**src/rtl/clock_pkg.sv**
```systemverilog
// Constants shared by the timekeeping core and the alarm stage.
// Also provides the two-digit BCD increment helper.
package clock_pkg;

  localparam int unsigned BCD_W           = 8;
  localparam logic [7:0]  HR_MAX          = 8'h23;
  localparam logic [7:0]  MS_MAX          = 8'h59;
  localparam int unsigned DEFAULT_CLK_DIV = 50_000_000;

  // Next BCD value, wrapping to 00 once max is reached.
  function automatic logic [BCD_W-1:0] bcd_inc(input logic [BCD_W-1:0] q,
                                               input logic [BCD_W-1:0] max);
    if (q == max) begin
      return 8'h00;
    end
    if (q[3:0] == 4'd9) begin
      return {q[7:4] + 4'd1, 4'd0};
    end
    return {q[7:4], q[3:0] + 4'd1};
  endfunction

endpackage

```
**src/rtl/bcd_mod_counter.sv**
```systemverilog
// Two-digit BCD counter that wraps to 00 after MAX_BCD.
// The wrap output flags the increment that rolls the counter over.
module bcd_mod_counter
  import clock_pkg::*;
#(
  parameter logic [BCD_W-1:0] MAX_BCD   = MS_MAX,
  parameter logic [BCD_W-1:0] RESET_VAL = 8'h00
) (
  input  logic             clk,
  input  logic             rst_n,
  input  logic             inc,
  input  logic             clr,
  output logic [BCD_W-1:0] q,
  output logic             wrap
);

  logic [BCD_W-1:0] r_q;

  always_ff @(posedge clk or negedge rst_n) begin
    if (!rst_n) begin
      r_q <= RESET_VAL;
    end else if (clr) begin
      r_q <= '0;
    end else if (inc) begin
      r_q <= bcd_inc(r_q, MAX_BCD);
    end
  end

  assign q    = r_q;
  assign wrap = inc & ~clr & (r_q == MAX_BCD);

endmodule

```
**src/rtl/time_counter.sv**
```systemverilog
// Timekeeping core: 1 Hz prescaler plus BCD hh:mm:ss (24 h).
// Set mode freezes counting and lets change toggles bump hours or minutes.
module time_counter
  import clock_pkg::*;
#(
  parameter int unsigned      CLK_DIV  = DEFAULT_CLK_DIV,
  parameter logic [BCD_W-1:0] RESET_HR = 8'h12
) (
  input  logic       time_clk,
  input  logic       rst_n,
  input  logic       time_set,
  input  logic       change,
  input  logic       turn,
  output logic [3:0] hr_high,
  output logic [3:0] hr_low,
  output logic [3:0] min_high,
  output logic [3:0] min_low,
  output logic [3:0] sec_high,
  output logic [3:0] sec_low,
  output logic       tick_1hz,
  output logic       hour_pulse,
  output logic       LED_hr,
  output logic       LED_min
);

  localparam int unsigned    PW         = (CLK_DIV > 1) ? $clog2(CLK_DIV) : 1;
  localparam logic [PW-1:0]  PRESC_LAST = PW'(CLK_DIV - 1);

  logic [PW-1:0]    r_presc;
  logic [PW-1:0]    w_presc_nxt;
  logic             r_tick;
  logic             r_hour_pulse;
  logic             r_change_t;
  logic             r_set_t;
  logic             r_armed;
  logic             w_run;
  logic             w_edge;
  logic             w_set_inc;
  logic             w_sec_inc;
  logic             w_sec_clr;
  logic             w_min_inc;
  logic             w_hr_inc;
  logic             w_sec_wrap;
  logic             w_min_wrap;
  logic             w_hr_wrap;
  logic [BCD_W-1:0] w_sec;
  logic [BCD_W-1:0] w_min;
  logic [BCD_W-1:0] w_hr;

  assign w_run = ~time_set;

  // Prescaler parks at 0 in set mode so the first run tick is a full period away.
  always_comb begin
    w_presc_nxt = '0;
    if (w_run && (r_presc != PRESC_LAST)) begin
      w_presc_nxt = r_presc + PW'(1);
    end
  end

  always_ff @(posedge time_clk or negedge rst_n) begin
    if (!rst_n) begin
      r_presc      <= '0;
      r_tick       <= 1'b0;
      r_hour_pulse <= 1'b0;
      r_change_t   <= 1'b0;
      r_set_t      <= 1'b0;
      r_armed      <= 1'b0;
    end else begin
      r_presc      <= w_presc_nxt;
      r_tick       <= w_run && (w_presc_nxt == PRESC_LAST);
      r_hour_pulse <= r_tick & w_min_wrap;
      r_change_t   <= change;
      r_set_t      <= time_set;
      r_armed      <= 1'b1;
    end
  end

  // A set increment needs a settled set mode and an armed detector; ticks take priority.
  assign w_edge    = r_armed & time_set & (r_set_t == time_set) & (r_change_t != change);
  assign w_set_inc = w_edge & ~r_tick;

  assign w_sec_inc = r_tick;
  assign w_sec_clr = w_set_inc & ~turn;
  assign w_min_inc = w_sec_wrap | (w_set_inc & ~turn);
  assign w_hr_inc  = (r_tick & w_min_wrap) | (w_set_inc & turn);

  bcd_mod_counter #(.MAX_BCD(MS_MAX), .RESET_VAL(8'h00)) u_sec (
    .clk  (time_clk),
    .rst_n(rst_n),
    .inc  (w_sec_inc),
    .clr  (w_sec_clr),
    .q    (w_sec),
    .wrap (w_sec_wrap)
  );

  bcd_mod_counter #(.MAX_BCD(MS_MAX), .RESET_VAL(8'h00)) u_min (
    .clk  (time_clk),
    .rst_n(rst_n),
    .inc  (w_min_inc),
    .clr  (1'b0),
    .q    (w_min),
    .wrap (w_min_wrap)
  );

  bcd_mod_counter #(.MAX_BCD(HR_MAX), .RESET_VAL(RESET_HR)) u_hr (
    .clk  (time_clk),
    .rst_n(rst_n),
    .inc  (w_hr_inc),
    .clr  (1'b0),
    .q    (w_hr),
    .wrap (w_hr_wrap)
  );

  assign hr_high    = w_hr[7:4];
  assign hr_low     = w_hr[3:0];
  assign min_high   = w_min[7:4];
  assign min_low    = w_min[3:0];
  assign sec_high   = w_sec[7:4];
  assign sec_low    = w_sec[3:0];
  assign tick_1hz   = r_tick;
  assign hour_pulse = r_hour_pulse;
  assign LED_hr     = time_set & turn;
  assign LED_min    = time_set & ~turn;

  logic w_unused;
  assign w_unused = w_hr_wrap;

endmodule

```
**config.mk**
```make
export PLATFORM = sky130hd
export DESIGN_NAME = time_counter
export DESIGN_NICKNAME = d
export VERILOG_FILES = /design/src/rtl/clock_pkg.sv /design/src/rtl/bcd_mod_counter.sv /design/src/rtl/time_counter.sv
export SDC_FILE = /design/constraint.sdc
export NUM_CORES = 1
export LEC_CHECK = 0
export ABC_AREA = 1
export CAP_MARGIN = 30
export CELL_PAD_IN_SITES_DETAIL_PLACEMENT = 1
export CELL_PAD_IN_SITES_GLOBAL_PLACEMENT = 2
export CORE_MARGIN = 2
export CORE_UTILIZATION = 33
export DETAILED_ROUTE_END_ITERATION = 10
export GPL_ROUTABILITY_DRIVEN = 1
export GPL_TIMING_DRIVEN = 0
export PLACE_DENSITY = 0.81
export SYNTH_ARGS = -nofsm -noshare
export SYNTH_HDL_FRONTEND = slang
export SYNTH_SLANG_ARGS = --single-unit
export TNS_END_PERCENT = 5
```
**constraint.sdc**
```tcl
create_clock -name time_clk -period 1.9 [get_ports time_clk]
set_input_delay 0.57 -clock time_clk [delete_from_list [all_inputs] [get_ports time_clk]]
set_output_delay 0.57 -clock time_clk [all_outputs]
set_load 0.01 [all_outputs]
```
==> results of run 1 <==
## registers in the layout (all words and copies together) (netlist names)
register and count:
r_presc 26, u_hr.q 8, u_min.q 8, u_sec.q 8, r_set_t 1, tick_1hz 1
hour_pulse 1, r_change_t 1, r_armed 1
## synth_stat cells (2+ instances only)
cell type | n | area share [%]
o21ai_0 | 15 | 2.4
o22ai_1 | 5 | 0.99
nor2_1 | 66 | 7.9
or2_2 | 2 | 0.40
nor3_2 | 2 | 0.64
ha_1 | 13 | 5.2
nand2_2 | 6 | 1.2
dfrtp_1 | 53 | 42
nor3_1 | 10 | 1.6
nand3b_1 | 2 | 0.48
nand2_1 | 90 | 11
dfstp_2 | 2 | 1.7
a21oi_1 | 10 | 1.6
nand3_1 | 27 | 4.3
mux2i_1 | 3 | 0.95
inv_1 | 52 | 6.2
nand2_4 | 3 | 1.1
nor2_2 | 6 | 1.2
nor2_4 | 2 | 0.72
xor2_1 | 7 | 1.9
inv_2 | 8 | 0.95
xnor2_1 | 5 | 1.4
nand4_1 | 6 | 1.2
## kinds of logic (layout without fill, tap and decap cells)
| group | after synthesis | count (layout) |
|---|---|---|
| simple gates | 227 | 227 |
| buf+inv | 62 | 114 |
| flops | 55 | 55 |
| compound gates | 34 | 34 |
| fa+ha+maj | 13 | 13 |
| xor+xnor | 12 | 12 |
| mux | 3 | 3 |
| other cells | 1 | 1 |
## how the worst min path moves through the flow
stage                                     start                endpoint  slack, ns  cells past startpoint
final                                     rst_n  u_min.q[0]$_DFFE_PN0P_       0.24                      1
after global routing                      rst_n   u_hr.q[3]$_DFFE_PN0P_       0.28                      1
after CTS                                 rst_n  u_min.q[4]$_DFFE_PN0P_       0.27                      1
after detailed placement  u_hr.q[7]$_DFFE_PN0P_   u_hr.q[7]$_DFFE_PN0P_       0.49                      1
after global placement    u_hr.q[7]$_DFFE_PN0P_   u_hr.q[7]$_DFFE_PN0P_       0.48                      1
after floorplan                           rst_n    hour_pulse$_DFF_PN0_       0.27                      0
## where the power goes
part | switching, µW | internal, µW | total (µW) | leakage [µW]
sequential | 105 | 1260 | 1370 | 0.000721
combinational | 222 | 222 | 443 | 0.00117
clock | 404 | 428 | 831 | 0.0000612
## routing by layer
metal  vias up  wire length [µm]
met5         -                 0
met4         0                80
met3         5               163
met2        28              3880
met1      1319              3700
li1       1380                 -
## critical path, delay by kind of cell (launching register included)
kind / cells / cell delay (ns)
AOI/OAI and AO/OA: 1 / 0.13
and+or+nand+nor: 10 / 1.00
adders and majority gates: 1 / 0.17
buffers and inverters: 1 / 0.16
DFF: 1 / 0.42
## through the flow
stage | hold slack (ns) | cell area (µm²) | power, µW
2_1_floorplan | 0.274 | 3150 | 1580
3_3_place_gp | 0.478 | 3630 | 1800
3_5_place_dp | 0.490 | 3650 | 1830
4_1_cts | 0.270 | 3770 | 2660
5_1_grt | 0.283 | 3960 | 2780
6_report | 0.241 | 3960 | 2640
## layout make-up
type                       instances  area (µm²)  area share (%)
buffer                             2        31.3           0.790
sequential                        55        1380            34.9
tap                              129         161            4.08
clock buffer                       6        82.6            2.09
timing repair buffer              44         427            10.8
inverter                          60         229            5.79
clock inverter                     2        35.0           0.885
multi-input combinational        290        1610            40.7
## repair_timing
item	CTS	global route
gates resized for setup	16	33
hold buffers	0	0
pin swaps	0	10
setup buffers	1	10
endpoints found under the setup margin	24	34
==> metrics.md, run 1 <==
| Metric | Value |
|---|---|
| WS Path Type | `flip-flop to flip-flop` |
| Post-Synth Simple-Gate Area | `33.1%` |
| Crit path to | `tick_1hz$_DFF_PN0_` |
| Adder-cell area share of the yosys netlist | `5.16%` |
| Slew margin rel. | `61.4%` |
| Post-layout min period | `1.96 ns` |
| Antenna violations before repair | `0` |
| Core ar. | `0.00924 mm²` |
| Syn Area/Cell | `7.74 µm²` |
| WP data arrival | `2.21 ns` |
| DIE WIDTH | `102 µm` |
| Worst-Skew Late Latency | `0.31 ns` |
| Max Fclk | `510 MHz` |
| R2R depth | `13` |
| # nets final | `476` |
| Full die area | `0.0103 mm²` |
| Crit share post-route | `103%` |
| Antenna-violating nets left | `0` |
| CP max-delay cell | `dfrtp_1` |
| Worst hold path class | `input port to asynchronous set/reset pin` |
| First-pass GRT wire length | `13.3 mm` |
| DRT iter0 DRCs | `63` |
| Grt ovf | `0` |
| Post-synthesis cell count | `407` |
| Drt first pass iters | `4` |
| Power Density | `668 mW/mm²` |
| Failing checks | `negative setup slack` |
| P_leak | `0.00195 µW` |
| Net count after synthesis | `425` |
| Worst-Margin Slew | `0.579 ns` |
| Post-route DRC | `0` |
| Vias in the first global route | `2761` |
| IO Pins | `33` |
| Ant. Diodes | `0` |
| Clock sinks | `55` |
| Clk slew on worst S/H paths | `0.10 ns` |
| Data required, critical path | `2.15 ns` |
| CTS buffer count | `5` |
| Largest stage delay, worst path | `0.42 ns` |
| Register area share after synthesis | `43.8%` |
| RSZ-0062 raised after global routing | `yes` |
| Area growth syn-to-layout | `25.7%` |
| Cell-by-cell trace of the critical path | `ha_4, nand2_4, nor2_4, nand2_2, nor2_2, nand2_2, nand2_4, clkinvlp_4, o21ai_0, nand3b_1, nor2_1, nand3_2, nor2_1` |
| Crit end category | `flip-flop` |
| Count of final hold-check violations | `0` |
| Crit. Startpoint | `r_presc[1]$_DFF_PN0_` |
| Reg2reg start | `r_presc[1]$_DFF_PN0_` |
| Number of max-cap violations | `0` |
| Met1 Use GR | `21.4%` |
| WL/cell | `13.3 µm` |
| Status | `complete, but fails checks` |
| Row Count | `35` |
| CTS tree | `done` |
| Average vias per placed instance | `4.65` |
| CP startpoint kind | `flip-flop` |
| H-tree depth | `2` |
| M3 GR Usage | `2.48%` |
| Busiest grt layer | `met2` |
| Slew Limit Fails | `0` |
| Setup Skew | `0.00935 ns` |
| CTS Buffer Depth | `2` |
| Initial Utilization | `34.1%` |
| Largest net degree at the start of global routing | `33` |
| Register-to-register path setup slack | `-0.06 ns` |
| Placer Congestion | `0.790` |
| Met2 Usage GRT | `28.1%` |
| RR Endpoint | `tick_1hz$_DFF_PN0_` |
| Number of fill cells in the layout | `1134` |
| Setup_tns | `-0.104 ns` |
| Final non-filler cell total | `588` |
| DPL Wire Length | `5.95 mm` |
| Pre-CTS WS | `-0.534 ns` |
| Mapped Area | `0.00315 mm²` |
| Most common cell after layout, fill and taps aside | `nand2_1` |
| Combinational family with the most area after synthesis | `simple AND/OR/NAND/NOR gates` |
| Synth async-reset ratio | `100%` |
| Synth warn | `0` |
| Die Height | `102 µm` |
| Post-synth top flop | `dfrtp_1` |
| Fin worst setup slack | `-0.0599 ns` |
| CTS Root Buffer Type | `clkbuf_8` |
| Compound-gate portion of the synthesized area | `5.88%` |
| Mux share of post-synthesis cell area | `0.954%` |
| Final setup fails | `3` |
| GRT Total Usage | `16.3%` |
| I/O Buffers | `32` |
| Synth Area in XOR/XNOR | `3.34%` |
| Number of enable flip-flop cells after synthesis | `0` |
| CP Max Fanout | `6` |
| Yosys cell types | `35` |
| DP Cell Count | `569` |
| Leading cell types in the layout, fill and taps excluded | `nand2_1 (88), nor2_1 (60), dfrtp_1 (52)` |
| Layout cell share with drive strength beyond 1 | `16.1%` |
| DR vias | `2732` |
| Core Util, Final | `42.8%` |
| Peak VDD IR | `330 µV` |
| Final wirelength | `7.83 mm` |
| Yosys reg bits | `55` |
(Power assumes the default switching activity.)
==> inputs of run 2 (changes only) <==
==> constraint.sdc (replaced) <==
create_clock -name time_clk -period 2 [get_ports time_clk]
set_input_delay 0.6 -clock time_clk [delete_from_list [all_inputs] [get_ports time_clk]]
set_output_delay 0.6 -clock time_clk [all_outputs]
set_load 0.01 [all_outputs]
==> metrics.md, run 2 (synthesis results as in run 1) <==
| Metric | Value |
|---|---|
| H-tree depth | `2 (unchanged)` |
| Fin worst setup slack | `0.0357 ns (was -0.0599 ns)` |
| GRT Total Usage | `16.3% (about the same)` |
| CTS tree | `done (unchanged)` |
| DIE WIDTH | `102 µm (unchanged)` |
| Vias in the first global route | `2751 (was 2761)` |
| Crit share post-route | `98.2% (was 103%)` |
| Peak VDD IR | `316 µV (was 330 µV)` |
| Clock sinks | `55 (unchanged)` |
| Grt ovf | `0 (unchanged)` |
| Core ar. | `0.00924 mm² (unchanged)` |
| Worst-Skew Late Latency | `0.31 ns (about the same)` |
| CP Max Fanout | `6 (unchanged)` |
| Status | `completed (was complete, but fails checks)` |
| Antenna violations before repair | `0 (unchanged)` |
| DR vias | `2719 (was 2732)` |
| Max Fclk | `509 MHz (was 510 MHz)` |
| Number of max-cap violations | `0 (unchanged)` |
| Power Density | `639 mW/mm² (was 668 mW/mm²)` |
| Clk slew on worst S/H paths | `0.10 ns (about the same)` |
| WL/cell | `13.2 µm (was 13.3 µm)` |
| R2R depth | `13 (unchanged)` |
| Full die area | `0.0103 mm² (unchanged)` |
| Slew Limit Fails | `0 (unchanged)` |
| Count of final hold-check violations | `0 (unchanged)` |
| Average vias per placed instance | `4.62 (was 4.65)` |
| Final setup fails | `0 (was 3)` |
| Layout cell share with drive strength beyond 1 | `16.1% (about the same)` |
| WP data arrival | `2.21 ns (about the same)` |
| Slew margin rel. | `60.9% (was 61.4%)` |
| First-pass GRT wire length | `13.3 mm (about the same)` |
| Final wirelength | `7.78 mm (was 7.83 mm)` |
| DP Cell Count | `569 (unchanged)` |
| Number of hold buffers added after cts | `0 (unchanged)` |
| Max reg flops | `26 (unchanged)` |
| Worst-Margin Slew | `0.587 ns (was 0.579 ns)` |
| Setup Skew | `0.0103 ns (was 0.00935 ns)` |
| Worst hold path class | `input port to asynchronous set/reset pin (unchanged)` |
| CTS Root Buffer Type | `clkbuf_8 (unchanged)` |
| Largest net degree at the start of global routing | `33 (unchanged)` |
| Row Count | `35 (unchanged)` |
| Crit end category | `flip-flop (unchanged)` |
| RSZ-0062 raised after global routing | `yes (unchanged)` |
| Final Power | `2520 µW (was 2640 µW)` |
| P_leak | `0.00183 µW (was 0.00195 µW)` |
| Biggest register | `r_presc (unchanged)` |
| CP startpoint kind | `flip-flop (unchanged)` |
| CTS Buffer Depth | `2 (unchanged)` |
| Pre-CTS WS | `-0.494 ns (was -0.534 ns)` |
| CTS buffer count | `5 (unchanged)` |
| Ant. Diodes | `0 (unchanged)` |
| Antenna-violating nets left | `0 (unchanged)` |
| Drt first pass iters | `4 (unchanged)` |
| Final non-filler cell total | `589 (was 588)` |
| WS Path Type | `flip-flop to flip-flop (unchanged)` |
| Area growth syn-to-layout | `25.1% (was 25.7%)` |
| Die Height | `102 µm (unchanged)` |
| Setup_tns | `0 ns (was -0.104 ns)` |
| I/O Buffers | `32 (unchanged)` |
| Initial Utilization | `34.1% (unchanged)` |
| DPL Wire Length | `5.95 mm (unchanged)` |
| Post-route DRC | `0 (unchanged)` |
| IO Pins | `33 (unchanged)` |
| Most common cell after layout, fill and taps aside | `nand2_1 (unchanged)` |
| Placer Congestion | `0.790 (unchanged)` |
| Number of fill cells in the layout | `1134 (unchanged)` |
| Post-layout min period | `1.96 ns (about the same)` |
| DRT iter0 DRCs | `59 (was 63)` |
| Leading cell types in the layout, fill and taps excluded | `nand2_1 (88), nor2_1 (61), dfrtp_1 (51) (was nand2_1 (88), nor2_1 (60), dfrtp_1 (52))` |
| # nets final | `477 (was 476)` |
| Data required, critical path | `2.25 ns (was 2.15 ns)` |
==> run 2: changes by cell type in the layout (fill, tap and decap cells not counted) <==
cell and change:
buf_4 +1, buf_6 -1, clkbuf_4 +1, clkdlybuf4s15_1 -1, clkdlybuf4s50_1 +12, dfrtp_1 -1, dfrtp_2 +1, dlygate4sd2_1 -3
dlymetal6s2s_1 -8, nand3_1 +1, nand3_2 -1, nor2_1 +1, nor2_2 -1
==> run 2: power breakdown <==
group          internal (µW)  switching [µW]  total, µW
clock                    406             380        786
combinational            220             210        429
sequential              1200            99.9       1300
==> run 2: critical path, cell delays in order, from the launching register on <==
cell,delay (ns)
dfrtp_1,0.43
ha_4,0.17
nand2_4,0.08
nor2_4,0.16
nand2_2,0.07
nor2_2,0.09
nand2_2,0.08
nand2_4,0.12
clkinvlp_4,0.16
o21ai_0,0.13
nand3b_1,0.11
nor2_1,0.12
nand3_2,0.08
nor2_1,0.10
==> run 2: cell type report <==
class / count / area [µm²] / area share (%)
tap: 129 / 161 / 4.10
multi-input combinational: 290 / 1600 / 40.7
inverter: 60 / 229 / 5.81
sequential: 55 / 1380 / 35.1
clock inverter: 2 / 35.0 / 0.889
buffer: 2 / 27.5 / 0.699
timing repair buffer: 45 / 418 / 10.6
clock buffer: 6 / 82.6 / 2.10
==> run 2: worst paths after layout <==
check	slack [ns]	endpoint	start
worst max-delay path	0.04	tick_1hz$_DFF_PN0_	r_presc[1]$_DFF_PN0_
worst min-delay path	0.28	u_min.q[0]$_DFFE_PN0P_	rst_n
worst max register to register	0.04	tick_1hz$_DFF_PN0_	r_presc[1]$_DFF_PN0_
worst min register to register	0.50	u_hr.q[7]$_DFFE_PN0P_	u_hr.q[7]$_DFFE_PN0P_
max in group asynchronous	1.13	r_presc[0]$_DFF_PN0_	rst_n
min in group time_clk	0.50	u_hr.q[7]$_DFFE_PN0P_	u_hr.q[7]$_DFFE_PN0P_
==> run 2: metrics by stage <==
stage / util [%] / instance area, µm² / hold WS, ns
after floorplan: - / 3150 / 0.304
after global placement: 39.3 / 3630 / 0.478
after detailed placement: 39.5 / 3650 / 0.490
after CTS: 40.8 / 3770 / 0.300
after global routing: 42.6 / 3940 / 0.313
final: 42.6 / 3940 / 0.277
==> run 2: routing by layer <==
layer / track usage [%] / routed length, µm / up-vias
met5: 0 / 0 / -
met4: 4.37 / 80 / 0
met3: 2.48 / 148 / 5
met2: 28.0 / 3840 / 26
met1: 21.3 / 3710 / 1305
li1: - / - / 1383
==> run 2: what timing repair did <==
action | CTS | global route
pin swaps | 0 | 10
resized for setup | 12 | 21
buffers inserted | 0 | 12
endpoints found under the setup margin | 8 | 14
